$ cat config.mk
export PLATFORM = sky130hd
export DESIGN_NAME = gpu_host_port
export DESIGN_NICKNAME = d
export VERILOG_FILES = /design/src/rtl/gpu_host_port.sv
export SDC_FILE = /design/constraint.sdc
export NUM_CORES = 1
export LEC_CHECK = 0
export ABC_CLOCK_PERIOD_IN_PS = 1500
export BUFFER_PORTS_ARGS = -buffer_cell sky130_fd_sc_hd__buf_2
export CORE_ASPECT_RATIO = 1.5
export CORE_MARGIN = 8
export CORE_UTILIZATION = 30
export CTS_CLUSTER_DIAMETER = 80
export CTS_CLUSTER_SIZE = 12
export DETAILED_ROUTE_END_ITERATION = 12
export HOLD_SLACK_MARGIN = 0.1
export SLEW_MARGIN = 15
export SYNTH_ARGS = -nofsm -noshare
export SYNTH_HDL_FRONTEND = slang
export SYNTH_SLANG_ARGS = --single-unit
$ cat constraint.sdc
create_clock -name GPU_CLK -period 1.5 [get_ports GPU_CLK]
set_input_delay 0.3 -clock GPU_CLK [delete_from_list [all_inputs] [get_ports GPU_CLK]]
set_output_delay 0.3 -clock GPU_CLK [all_outputs]
set_load 0.03 [all_outputs]
$ cat src/rtl/gpu_host_port.sv
// gpu_host_port: turns level host strobes into single RAM write/read accesses.
// Each strobe's rising edge is one request. One pending slot absorbs a request
// that arrives while an access is in flight; further ones are dropped.
// Optional feature: define GPU_HOST_PORT_ERR_CNT_EN for the saturating err_count.
module gpu_host_port #(
  parameter int unsigned MEM_SIZE_BITS = 15,
  parameter int unsigned RAM_LATENCY   = 2
) (
  input  logic                     GPU_CLK,
  input  logic                     reset,
  input  logic                     host_wr_ena,
  input  logic                     host_rd_req,
  input  logic [19:0]              host_addr,
  input  logic [7:0]               host_wdata,
  output logic [7:0]               host_rdata,
  output logic                     host_rd_rdy,
  output logic [MEM_SIZE_BITS-1:0] ram_addr,
  output logic [7:0]               ram_wdata,
  output logic                     ram_wena,
  input  logic [7:0]               ram_rdata,
  output logic                     busy,
  output logic [7:0]               err_count
);

  typedef enum logic [1:0] {IDLE, WRITE, READ_WAIT, READ_DONE} state_t;

  state_t                   state, state_nx;
  logic                     wr_q, rd_q, wr_blk, rd_blk, wr_req, rd_req;
  logic                     pend_valid, pend_wr, pend_valid_nx, pend_wr_nx;
  logic [19:0]              pend_addr, pend_addr_nx;
  logic [7:0]               pend_data, pend_data_nx;
  logic [2:0]               wait_cnt, wait_cnt_nx;
  logic                     cur_oor, cur_oor_nx;
  logic [MEM_SIZE_BITS-1:0] ram_addr_nx;
  logic [7:0]               ram_wdata_nx;
  logic                     ram_wena_nx;
  logic [7:0]               rdata_q, rd_value;
  logic                     svc, svc_wr, svc_ok, slot_free, wr_new, rd_new;
  logic [19:0]              svc_addr;
  logic [7:0]               svc_data;
`ifdef GPU_HOST_PORT_ERR_CNT_EN
  logic                     addr_ok;
  logic [1:0]               err_inc;
  logic [8:0]               err_sum;
`endif

  function automatic logic in_range(input logic [19:0] a);
    return (a >> MEM_SIZE_BITS) == 20'd0;
  endfunction

  // Strobe edge registers. The *_blk flags remember a strobe that was already
  // high in the last reset cycle and mask it until it has gone low once.
  always_ff @(posedge GPU_CLK) begin
    if (reset) begin
      wr_q   <= 1'b0;
      rd_q   <= 1'b0;
      wr_blk <= host_wr_ena;
      rd_blk <= host_rd_req;
    end else begin
      wr_q   <= host_wr_ena;
      rd_q   <= host_rd_req;
      wr_blk <= wr_blk & host_wr_ena;
      rd_blk <= rd_blk & host_rd_req;
    end
  end

  assign wr_req = host_wr_ena & ~wr_q & ~wr_blk;
  assign rd_req = host_rd_req & ~rd_q & ~rd_blk;

  // FSM state register.
  always_ff @(posedge GPU_CLK) begin
    if (reset) state <= IDLE;
    else       state <= state_nx;
  end

  // Next state, access launch and pending-slot/drop decisions.
  always_comb begin
    state_nx      = state;
    pend_valid_nx = pend_valid;
    pend_wr_nx    = pend_wr;
    pend_addr_nx  = pend_addr;
    pend_data_nx  = pend_data;
    wait_cnt_nx   = wait_cnt;
    cur_oor_nx    = cur_oor;
    ram_addr_nx   = ram_addr;
    ram_wdata_nx  = ram_wdata;
    ram_wena_nx   = 1'b0;
    slot_free     = !pend_valid;
    svc           = 1'b0;
    svc_wr        = 1'b0;
    svc_ok        = 1'b0;
    svc_addr      = '0;
    svc_data      = '0;
    wr_new        = wr_req;
    rd_new        = rd_req;
`ifdef GPU_HOST_PORT_ERR_CNT_EN
    // Both strobes share host_addr, so an out-of-range address flags each one.
    err_inc = addr_ok ? 2'd0 : (2'(wr_req) + 2'(rd_req));
`endif
    unique case (state)
      IDLE: begin
        if (pend_valid) begin
          svc           = 1'b1;
          svc_wr        = pend_wr;
          svc_addr      = pend_addr;
          svc_data      = pend_data;
          pend_valid_nx = 1'b0;
          slot_free     = 1'b1;
        end else if (wr_req) begin
          svc      = 1'b1;
          svc_wr   = 1'b1;
          svc_addr = host_addr;
          svc_data = host_wdata;
          wr_new   = 1'b0;
        end else if (rd_req) begin
          svc      = 1'b1;
          svc_addr = host_addr;
          rd_new   = 1'b0;
        end
      end
      WRITE:     state_nx = IDLE;
      READ_WAIT: begin
        if (wait_cnt == 3'(RAM_LATENCY - 1)) state_nx = READ_DONE;
        else wait_cnt_nx = wait_cnt + 3'd1;
      end
      READ_DONE: state_nx = IDLE;
      default:   state_nx = IDLE;
    endcase

    if (svc) begin
      svc_ok = in_range(svc_addr);
      if (svc_ok) ram_addr_nx = svc_addr[MEM_SIZE_BITS-1:0];
      if (svc_wr) begin
        state_nx    = WRITE;
        ram_wena_nx = svc_ok;
        if (svc_ok) ram_wdata_nx = svc_data;
      end else begin
        state_nx    = READ_WAIT;
        wait_cnt_nx = '0;
        cur_oor_nx  = !svc_ok;
      end
    end

    // Unserviced new requests: write claims the slot before read.
    if (wr_new) begin
      if (slot_free) begin
        pend_valid_nx = 1'b1;
        pend_wr_nx    = 1'b1;
        pend_addr_nx  = host_addr;
        pend_data_nx  = host_wdata;
        slot_free     = 1'b0;
      end else begin
`ifdef GPU_HOST_PORT_ERR_CNT_EN
        if (addr_ok) err_inc = err_inc + 2'd1;
`endif
      end
    end
    if (rd_new) begin
      if (slot_free) begin
        pend_valid_nx = 1'b1;
        pend_wr_nx    = 1'b0;
        pend_addr_nx  = host_addr;
        pend_data_nx  = host_wdata;
        slot_free     = 1'b0;
      end else begin
`ifdef GPU_HOST_PORT_ERR_CNT_EN
        if (addr_ok) err_inc = err_inc + 2'd1;
`endif
      end
    end
  end

  // Datapath registers: pending slot, wait counter, RAM port, read result.
  always_ff @(posedge GPU_CLK) begin
    if (reset) begin
      pend_valid <= 1'b0;
      pend_wr    <= 1'b0;
      pend_addr  <= '0;
      pend_data  <= '0;
      wait_cnt   <= '0;
      cur_oor    <= 1'b0;
      ram_addr   <= '0;
      ram_wdata  <= '0;
      ram_wena   <= 1'b0;
      rdata_q    <= '0;
    end else begin
      pend_valid <= pend_valid_nx;
      pend_wr    <= pend_wr_nx;
      pend_addr  <= pend_addr_nx;
      pend_data  <= pend_data_nx;
      wait_cnt   <= wait_cnt_nx;
      cur_oor    <= cur_oor_nx;
      ram_addr   <= ram_addr_nx;
      ram_wdata  <= ram_wdata_nx;
      ram_wena   <= ram_wena_nx;
      if (state == READ_DONE) rdata_q <= rd_value;
    end
  end

  // RAM data is valid during READ_DONE itself, so the result is passed
  // through in that cycle and held in rdata_q afterwards.
  assign rd_value    = cur_oor ? 8'hFF : ram_rdata;
  assign host_rdata  = (state == READ_DONE) ? rd_value : rdata_q;
  assign host_rd_rdy = (state == READ_DONE);
  assign busy        = (state != IDLE) || pend_valid;

`ifdef GPU_HOST_PORT_ERR_CNT_EN
  assign addr_ok = in_range(host_addr);
  assign err_sum = {1'b0, err_count} + {7'd0, err_inc};

  // Saturating count of out-of-range and dropped requests.
  always_ff @(posedge GPU_CLK) begin
    if (reset) err_count <= '0;
    else       err_count <= err_sum[8] ? 8'hFF : err_sum[7:0];
  end
`else
  assign err_count = '0;
`endif

endmodule

## After elaboration in Yosys (flattened, before gate mapping)

Index checks and enable logic that the tools add are counted.
Widths: inputs -> output; s select.

| cells by class | value |
|---|---|
| add/sub/neg operators | 1 |
| equality and inequality tests | 5 |
| mux-type cells | 51 |
| bitwise gates (word level) | 12 |
| reductions and logical operators | 13 |

Operator list:

| kind | count |
|---|---|
| $mux 20 | 8 |
| $mux 8 | 9 |
| $mux 1 | 26 |
| $logic_not 20->1 | 1 |
| $mux 3 | 4 |
| $and 1x1->1 | 6 |
| $mux 2 | 3 |
| $not 1->1 | 6 |
| $reduce_and 2->1 | 3 |
| $eq 2x2->1 const B | 2 |
| $pmux 2 s2 | 1 |
| $add 3x1->3 const B | 1 |
| $eq 3x1->1 const B | 1 |
| $ne 3x3->1 const B | 1 |
| $reduce_and 3->1 | 1 |
| $reduce_bool 3->1 | 1 |
| $reduce_or 3->1 | 1 |
| $eq 2x1->1 const B | 1 |
| $logic_not 1->1 | 2 |
| $logic_not 2->1 | 1 |
| $reduce_bool 2->1 | 1 |
| $reduce_or 2->1 | 1 |
| $logic_or 1x1->1 | 1 |

| word-level totals | value |
|---|---|
| register bits after elaboration | 72 |
| input bits | 40 |
| output and inout bits | 42 |
| logic and storage cells | 97 |

## Depth between registers and ports, before layout

| logic depth | value |
|---|---|
| depth in word-level cells | 9 |
| gate-level depth with buffers | 8 |
| depth with buffers taken out | 6 |

## Worst setup path before layout

OpenSTA, ideal clock, no wires.

| path | value |
|---|---|
| path kind | reg2out |
| from | register state[0] |
| to | output port host_rdata[6] |
| arrival time | 1.486 ns |
| required time | 1.200 ns |
| setup slack | -0.286 ns |
| stages on the path, launching flop included | 5 |
| path buffers | 2 |
| cell sequence | dfxtp_1 > buf_6 > nand2_1 > clkbuf_1 > o21ai_0 |

| between the ends | value |
|---|---|
| longest elaborated chain between the ends | 2 |

Ends and longest elaborated chain:

| element | RTL line | source |
|---|---|---|
| start, declared | 27 | `state_t state, state_nx;` |
| start signal, assigned | 73 | `else state <= state_nx;` |
| $eq 2x2->1 | 203 | `assign host_rdata = (state == READ_DONE) ? rd_value : rdata_q;` |
| $mux 8 | -- |  |
| end, declared | 15 | `output logic [7:0] host_rdata,` |

No other way between the ends.

## Worst setup path in the final report

Ends and elaborated chain as after synthesis.

==> impl_results.md <==
- Multi-input gate area: around 0.0021 mm2
- CTS tree: built
- Synth cell types: 43
- Die W: 103 um
- Vias in the first global route: 3,388
- Required @ worst endpoint: 1.20 ns
- Worst Tran Pin Value: ~0.55 ns
- Max-slew headroom: a little over three fifths
- Boundary pin count: 82
- Crit-path slowest cell: dfxtp_4
- Vias: 3,310
- Grt ovf: 0
- Comb power frac: 35.1%
- Worst Setup End Kind: output port
- PD cells: approximately 1300 mW/mm2
- Filler Cell Count: 1,042
- EDFF count, synth: 0
- Leading area contributor after synthesis: dfxtp_1
- All-Layer GR Usage: between 10 and 15%
- Antenna violations before repair: 0
- Root buffer cell: clkbuf_16
- Core Util, Final: 46.1%
- CTS Sinks: 72
- Yosys reg bits: 72
- Sw Pwr: 2.15 mW
- Final hold vios: 0
- Count leader, synth: dfxtp_1
- Final Max Slew Viols: 0
- Critical path type: register to output port
- Hold WC Path Type: input pin to register
- Initial DRC Count: 143
- Final total power: 6.38 mW
- Ys Warns: 0
- Asr flop ratio synth: 0%
- Initial Util: 30.8%
- DP HPWL: 6550 um
- Reg area: 0.00146 mm2
- Worst Skew: ~0.0052 ns
- Port bufs: 73
- Leak: ~2.0 nW
- Setup TNS: -4.78 ns
- Row count: between 40 and 50
- Number of vias per cell: 5.05
- RSZ-0062 raised after global routing: yes
- WL/cell: 16.5 um
- Mean Syn Cell Area: 8.74 um2
- Outcome: complete, but fails checks
- CTS Buffer Depth: 2
- Sequential Power Share: between 30% and 40%
- Startpoint types: register
- DP Area: 0.00406 mm2
- Peak VDD IR: 0.679 mV
- CP max FO: 8
- Sequential fraction of the synthesis area: a little over two fifths
- Ant diodes: 0
- Largest net degree at the start of global routing: just over 40
- Cts bufs inserted: 9
- Failing checks: negative setup slack
- Final count of negative-setup-slack endpoints: 61
- Synth area leaders: dfxtp_1 (42%), a21oi_1 (7.0%), o21ai_0 (6.9%)
- Area Growth Syn to Fin: 49.5%
- Ratio of final minimum period to clock period: 109%
- Critical Path AT: 1.34 ns
- Crit path cell chain: buf_6, nand2_8, buf_16, o21ai_4, buf_6
- Ys flop type: dfxtp_1
- Pre-CTS setup slack: -0.221 ns
- RePlAce Congestion: 0.746
- CP most frequent cell: buf_6
- Nets@finish: 545
- Clock latency on the worst-skew pair: 0.33 ns
- Core area: about 0.011 mm2
- Mapped Area: 0.00341 mm2
- Clock power share: a little under a third
- Switching Share: roughly a third
- First-pass GRT wire length: 16,700 um
- Share of cells above drive strength 1: about half
- Crit-path max cell delay: around 0.36 ns
- Routed Antenna Nets: 0
- Power Internal: 4.23 mW
- Post-synth top cells: dfxtp_1 (72), a21oi_1 (48), o21ai_0 (47), nand3_1 (29), nand2_1 (28)
- DRC viols: 0
- Syn Inst Count: 390
- Initial DRT Pass Iterations: 4
- Max cap viols: 0
- Finished Cell Area: 0.00510 mm2
- Max Clock Freq: 610 MHz
- Final WL: 10,800 um
- Final setup margin: -0.139 ns
- CTS clock-pin slew for the worst setup and hold paths: approximately 0.06 ns
- Die Ht: 147 um
- Top cell type's share of synthesized area: around 42%
- Tmin final: 1.64 ns
- Die area: 0.0151 mm2
- # H-tree levels: 3
[power by group through the flow]
stage	clock network (mW)	logic [mW]	registers, mW
detailed placement	0	1.62	2.23
global route	2.05	2.40	2.24
floorplan	0	1.12	2.24
global placement	0	1.59	2.22
CTS	1.96	2.03	2.20
finish	1.92	2.24	2.22
[flip-flops by register name, indices dropped and copies added (netlist names), named ones only]
register	flops
ram_wdata	8
ram_wena	1
wait_cnt	3
rd_q	1
cur_oor	1
rdata_q	8
ram_addr	15
wr_blk	1
rd_blk	1
pend_addr	20
state	2
pend_data	8
wr_q	1
pend_valid	1
[critical path: cells and delay by family (launching register included)]
family / cells / cell delay, ns
AOI/OAI and AO/OA: 1 / 0.14
buffers and inverters: 3 / 0.43
DFF: 1 / 0.36
and+or+nand+nor: 1 / 0.07
[cells in the final DEF (no fill, tap or decap), types with 4 or more instances in the layout]
cell type,count
nor3_1,4
buf_4,38
a211oi_2,14
o21ai_1,16
dfxtp_1,64
nand2_2,6
dfxtp_2,6
clkinv_2,4
mux2i_1,8
nor2b_1,11
nand2_1,20
buf_2,63
conb_1,8
o21ai_0,14
a21oi_1,45
o21ai_4,9
nor2_1,14
a22oi_2,15
nand2b_1,16
buf_12,7
nand3_1,26
buf_6,21
clkbuf_16,10
o21ai_2,11
[layout make-up]
type	instances	area share, %
clock buffer	12	4.84
clock inverter	4	0.393
inverter	2	0.147
multi-input combinational	284	41.1
sequential	72	28.6
tap	147	3.61
timing repair buffer	134	21.3
[metrics by stage]
stage               cells  hold WS, ns
floorplan             397        0.418
global placement      611        0.460
detailed placement    611        0.463
CTS                   648        0.217
global route          655        0.226
finish                655        0.229
[worst paths after layout]
check | from | slack, ns | cells after the start | to
max | state[0]$_SDFFE_PP0P_ | -0.14 | 5 | host_rdata[6]
min | host_wdata[7] | 0.23 | 3 | pend_data[7]$_SDFF_PP0_
max reg2reg | wr_q$_SDFF_PP0_ | -0.13 | 6 | pend_addr[9]$_SDFF_PP0_
min reg2reg | pend_data[4]$_SDFF_PP0_ | 0.46 | 2 | pend_data[4]$_SDFF_PP0_
[per-layer routing]
layer  global-route usage, %  vias up  routed length, um
li1                        -     1609                  -
met1                    15.1     1590               4300
met2                    24.1       97               5580
met3                    4.52       14                755
met4                    6.04        0                196
met5                       0        -                  0
[repair_timing]
action                                  in CTS  in global routing
gates cloned                                 5                  3
buffers inserted                            16                  6
gates resized for setup                     90                 64
hold buffers                                 0                  0
endpoints found under the setup margin      67                 70
pin swaps                                   23                 28
[cells by family after synthesis]
kind of cell	synth area share, %
AOI/OAI and AO/OA	26.8
xor gates and xnor gates	0.257
adders and majority gates	0.734
buffers and inverters	9.14
DFF	42.3
muxes	2.35
other	0.110
and+or+nand+nor	18.3
No activity file was read; power rests on OpenSTA's default activity.
